==> src/rtl/reg_file.sv <==
// MiniRISC architectural register file: R0..R(NREG-2) in flops, top index aliases the
// externally supplied PC+8, with optional same-cycle write-through to both read ports.
module reg_file #(
  parameter int N      = 32,
  parameter int NREG   = 16,
  parameter int BYPASS = 1
) (
  input  logic                    clk,
  input  logic                    rst_n,
  input  logic                    RegWrite,
  input  logic [$clog2(NREG)-1:0] A1,
  input  logic [$clog2(NREG)-1:0] A2,
  input  logic [$clog2(NREG)-1:0] A3,
  input  logic [N-1:0]            WD3,
  input  logic [N-1:0]            R15,
  output logic [N-1:0]            RD1,
  output logic [N-1:0]            RD2
);
  localparam int AW = $clog2(NREG);
  localparam logic [AW-1:0] PC_IDX = AW'(NREG - 1);

  logic [N-1:0] regs [NREG-1];
  logic         wr_ok;
  logic         fwd;

  // Writes aimed at the PC alias are dropped; the fetch stage owns the PC.
  assign wr_ok = RegWrite && (A3 != PC_IDX);
  // Forwarding is gated by reset so WD3 never leaks through while rst_n is low.
  assign fwd   = (BYPASS != 0) && rst_n && wr_ok;

  always_ff @(posedge clk or negedge rst_n) begin
    if (!rst_n) begin
      for (int i = 0; i < NREG - 1; i++) regs[i] <= '0;
    end else if (wr_ok) begin
      regs[A3] <= WD3;
    end
  end

  always_comb begin
    RD1 = '0;
    if (A1 == PC_IDX)           RD1 = R15;
    else if (fwd && (A3 == A1)) RD1 = WD3;
    else                        RD1 = regs[A1];
  end

  always_comb begin
    RD2 = '0;
    if (A2 == PC_IDX)           RD2 = R15;
    else if (fwd && (A3 == A2)) RD2 = WD3;
    else                        RD2 = regs[A2];
  end

endmodule

==> config.mk <==
export PLATFORM = sky130hd
export DESIGN_NAME = reg_file
export DESIGN_NICKNAME = d
export VERILOG_FILES = /design/src/rtl/reg_file.sv
export SDC_FILE = /design/constraint.sdc
export NUM_CORES = 1
export LEC_CHECK = 0
export ABC_AREA = 1
export BUFFER_PORTS_ARGS = -buffer_cell sky130_fd_sc_hd__buf_2
export CORE_MARGIN = 2
export CORE_UTILIZATION = 35
export CTS_BUF_LIST = sky130_fd_sc_hd__clkbuf_4 sky130_fd_sc_hd__clkbuf_8
export CTS_CLUSTER_DIAMETER = 120
export CTS_CLUSTER_SIZE = 8
export DETAILED_ROUTE_END_ITERATION = 8
export GPL_TIMING_DRIVEN = 0
export SLEW_MARGIN = 5
export SYNTH_ARGS = -nofsm -noshare
export SYNTH_HDL_FRONTEND = slang
export SYNTH_SLANG_ARGS = --single-unit
==> constraint.sdc <==
create_clock -name clk -period 1.81 [get_ports clk]
set_input_delay 0.181 -clock clk [delete_from_list [all_inputs] [get_ports clk]]
set_output_delay 0.181 -clock clk [all_outputs]
set_load 0.01 [all_outputs]
* Word level (Yosys, flattened, before mapping)
Cells that the tools add are included.
** Word-level totals
- Register bits after elaboration :: 480
- Input port bits :: 79
- Output and inout bits :: 64
- Logic and storage cells :: 45
** Operators by class
- Order comparisons :: 4
- Equality and inequality tests :: 5
- Multiplexer cells :: 13
- Bitwise logic cells :: 3
- Reduce and logical (&&, ||, !) cells :: 5
** Operators by type and width (count)
- $bwmux W480 :: 1
- $mux W32 :: 9
- $bmux W32 S4 :: 2
- $demux W32 S4 :: 1
- $ge A5 B5 Y1 const B :: 3
- $not A4 Y5 :: 3
- $eq A4 B4 Y1 :: 2
- $eq A4 B4 Y1 const B :: 2
- $logic_and A1 B1 Y1 :: 5
- $lt A5 B1 Y1 const B :: 1
- $ne A4 B4 Y1 const B :: 1

* Longest topological paths before layout
- Depth in word-level cells :: 6
- Gate-level depth with buffers :: 13
- Mapped depth without buffers :: 11

* Worst setup path before layout
OpenSTA, ideal clock, no wires.
- Path type :: input -> output
- Start point :: input A2[0]
- End point :: output RD2[16]
- Arrival time :: 1.290 ns
- Required time :: 1.629 ns
- Path slack :: 0.339 ns
- Stages :: 12
- Buffers on the path :: 3
- Cell sequence :: buf_2 -> inv_2 -> nand2_1 -> inv_2 -> buf_4 -> buf_2 -> nand2_1 -> nand4_1 -> nand3_1 -> nand2_1 -> nand2_1 -> nand2_1
** Between the ends
- Longest elaborated chain between the ends :: 6
- Elaborated cells between the ends (all ways) :: 9
- Those cells by class :: 2 x eq/ne; 5 x mux; 1 x bitwise; 1 x reduce/logical
** RTL lines
- start: declaration :: RTL line 12 : input logic [$clog2(NREG)-1:0] A2,
- $not A4 Y5 (not written as such) :: RTL line 50 : else RD2 = regs[A2];
- $bmux W32 S4 :: RTL line 50
- $mux W32 (not written as such) (2 in series) :: RTL line 50
- $mux W32 :: RTL line 49 : else if (fwd && (A3 == A2)) RD2 = WD3;
- $mux W32 (*) :: RTL line 48 : if (A2 == PC_IDX) RD2 = R15;
- end: declaration :: RTL line 17 : output logic [N-1:0] RD2
Every way passes the cells marked *; elsewhere a longest branch is shown, timed or not. The select of a mux whose other input is x is not followed.

* Worst setup path after layout
- Start point :: input A1[1]
- End point :: output RD1[17]
** Between the ends
- Longest elaborated chain between the ends :: 6
- Elaborated cells between the ends (all ways) :: 9
- Those cells by class :: 2 x eq/ne; 5 x mux; 1 x bitwise; 1 x reduce/logical
** RTL lines
- start: declaration :: RTL line 11 : input logic [$clog2(NREG)-1:0] A1,
- $not A4 Y5 (not written as such) :: RTL line 43 : else RD1 = regs[A1];
- $bmux W32 S4 :: RTL line 43
- $mux W32 (not written as such) (2 in series) :: RTL line 43
- $mux W32 :: RTL line 42 : else if (fwd && (A3 == A1)) RD1 = WD3;
- $mux W32 (*) :: RTL line 41 : if (A1 == PC_IDX) RD1 = R15;
- end: declaration :: RTL line 16 : output logic [N-1:0] RD1,
Marked as above.

==> results.tsv <==
stage	metric	value	unit
yosys	Synth area leader	dfrtp_1	
drt	WL per Instance	22.69	µm
drt	routed wire length	132800	µm
setup_path	crit start category	primary input	
flow_run	Max-Cap Viols	0	
final_layout	Multi-input gate area	14910	µm²
pwr	Switching Fraction	38.52	%
cts	CTS tree	yes	
final_layout	share of layout cells above drive strength 1	19.88	%
final_layout	Post-Layout Cell Count	5855	
timing	endpoints failing setup	64	
cts	root buffer cell	clkbuf_8	
timing	max-slew violation count	0	
final_layout	Area Overhead vs Synth	20.57	%
yosys	post-synthesis sequential area ratio	42.05	%
drt	via count	31810	
floorplanning	die height	289.7	µm
setup_path	CP Data Required Time	1630	ps
place	placed insts	5685	
timing	final worst-path setup slack	-452.0	ps
pwr	Seq pwr share	44.4	%
yosys	commonest cells in the netlist	nand2_1, dfrtp_1, o21ai_0	
pwr	Net Sw Power	12.69	mW
cts	number of buffers on the longest clock path	3	
run_status	failing checks	setup timing	
yosys	Ys Warns	0	
final_layout	Reg area	12010	µm²
drt	antenna violation net count after detailed routing	0	
final_layout	Top Registers	regs: 480 flops	
timing	Layout Skew	0	ps
pwr	pwr/cell area	956.6	nW/µm²
yosys	post-synth net total	4564	
drt	DRC	0	
grt	global-route wire length before repair	191100	µm
floorplanning	Starting Density	35.41	%
setup_path	critical-path maximum fanout	10	
final_layout	max reg flops	480	
drt	Iter 0 DRT Violations	4069	
timing	f_max	442.1	MHz
yosys	synth unique cells	18	
final_layout	fillers	8699	
cts	H-tree depth	3	
timing	Final Hold Viols	0	
cts	Inserted Clock Buffers	69	
timing	RSZ-0062 raised after global routing	yes	
pwr	Pleak	17.61	nW
floorplanning	io pins	143	
place	Final HPWL DP	99470	µm
grt	vias in the first global route	29320	
place	Port Buf Inserts	136	
grt	total gr overflow	0	
place	placed cell area	30690	µm²
timing	post-route minimum period	2262	ps
grt	largest net degree at the start of global routing	101	
yosys	Syn Inst Count	4485	
cts	clk_lat worst skew	670	ps
final_layout	Top reg by flops	regs	
final_layout	Final Net Count	4870	
floorplanning	std cell rows	104	
setup_path	critical path arrival	2080	ps
cts	CTS Sinks	480	
drt	vias per cell	5.433	
place	gpl congestion	0.9923	
timing	Final period util	125.0	%
floorplanning	Die ar.	83920	µm²
yosys	EDFF count, synth	0	
timing	Rel. slew slack	33.68	%
pwr	Internal	20.25	mW
floorplanning	die width	289.7	µm
setup_path	CP endpoint kind	output port	
drt	number of detailed-route iterations in the first pass	6	
setup_path	critical path class	primary input to output port	
yosys	count leader, synth	nand2_1	
run_status	run status	complete, but fails checks	
grt	initial antenna violation count	4	
cts	clk slew on worst S/H paths	70	ps
pwr	VDD IR-drop max	0.5238	mV
pwr	combinational power share	31.2	%
pwr	Clock power frac	24.3	%
yosys	Avg Cell Area, Syn	6.369	µm²
final_layout	final instance area	34440	µm²
yosys	top cells by area, synth	dfrtp_1, nand2_1, o21ai_0	
timing	actual slew at the worst max-slew pin	994.8	ps
yosys	Yosys reg bits	480	
grt	Tot GR Track Use	31.18	%
yosys	Synth top area share	42.05	%
pwr	Power Total	32.95	mW
yosys	Primary FF master, synth	dfrtp_1	
hold_path	worst hold path type	primary input to flip-flop	
floorplanning	core area	80680	µm²
yosys	async set-or-reset flop fraction in the synthesized netlist	100.0	%
yosys	post-synthesis cell area	28570	µm²
-- power by group through the flow --
stage	registers, mW	logic [mW]	clock network (mW)
after global placement	14.7	8.60	0
after floorplan	14.3	5.69	0
after global routing	14.9	11.3	8.49
after CTS	14.6	9.58	8.11
final	14.6	10.3	8.02
after detailed placement	14.7	8.79	0
-- repair_timing --
action | 4_1_cts | 5_1_grt
endpoints found under the setup margin | 64 | 64
pin swaps | 117 | 176
endpoints found under the hold margin | 455 | 0
hold buffers | 40 | 0
setup buffers | 24 | 26
cloned | 5 | 0
gates resized for setup | 442 | 267
-- path summary, 6_finish.rpt --
check	endpoint	slack (ps)	startpoint	cells after the start
setup reg to reg	regs[125]	860	regs[125]	4
max in group asynchronous	regs[276]	340	rst_n	6
min in group asynchronous	regs[96]	200	rst_n	4
hold / removal	regs[2]	120	A3[3]	5
hold reg to reg	regs[325]	480	regs[325]	2
setup / recovery	RD1[17]	-450	A1[1]	8
-- critical path: stages --
cell and delay (ps):
buf_2 180, buf_6 220, nand2_2 170, nor2_4 410, clkbuf_2 520, nand2_1 190
nand2_4 100, buf_6 100
-- area by class of cell --
class | instances | share of cell area [%]
flip-flops and latches | 480 | 34.87
clock buffers | 73 | 2.917
well taps | 1060 | 3.851
repair buffers | 235 | 5.678
multi-input cells | 3280 | 43.30
inverters | 413 | 4.574
diodes | 2 | 0.01453
plain buffers | 312 | 4.792
-- stage by stage --
step                      hold slack (ps)  TNS (ps)  utilization, %  worst slack, ps
final                               123.9    -22910           42.69           -452.0
after global placement              467.4  -5268810           37.90            -9873
after detailed placement            303.8   -101530           38.04            -1362
after global routing                139.9    -26360           42.69           -485.3
after CTS                           77.51    -22470           41.65           -427.8
after floorplan                    -114.6         0               -            339.0
-- per-layer routing --
| layer | wire length, µm | vias to the layer above | track usage, % |
|---|---|---|---|
| li1 | - | 14490 | - |
| met3 | 13220 | 354 | 6.515 |
| met2 | 56360 | 1682 | 46.93 |
| met5 | 24 | - | 0 |
| met1 | 56630 | 15280 | 43.18 |
| met4 | 6601 | 4 | 13.72 |
-- kinds of logic (layout without fill, tap and decap cells) --
family | Yosys count | count (layout) | synth area share [%]
buf+inv | 725 | 1033 | 10.08
other cells | 0 | 2 | 0
compound gates | 537 | 537 | 9.408
simple gates | 2743 | 2743 | 38.46
flops | 480 | 480 | 42.05
-- layout by cell type, fill, tap and decap left out, types with 26 or more instances in the layout --
| cell | instances |
|---|---|
| a21oi_1 | 114 |
| buf_2 | 206 |
| buf_4 | 72 |
| buf_6 | 33 |
| clkbuf_1 | 108 |
| clkbuf_2 | 38 |
| clkbuf_8 | 77 |
| dfrtp_1 | 480 |
| dlygate4sd3_1 | 36 |
| inv_1 | 304 |
| inv_2 | 102 |
| nand2_1 | 1833 |
| nand2_2 | 219 |
| nand3_1 | 311 |
| nand3_2 | 76 |
| nand4_1 | 66 |
| nor2_1 | 157 |
| nor2_2 | 51 |
| o21ai_0 | 397 |
| o21ai_1 | 26 |
Note: power is estimated with default switching activity, not from simulation.
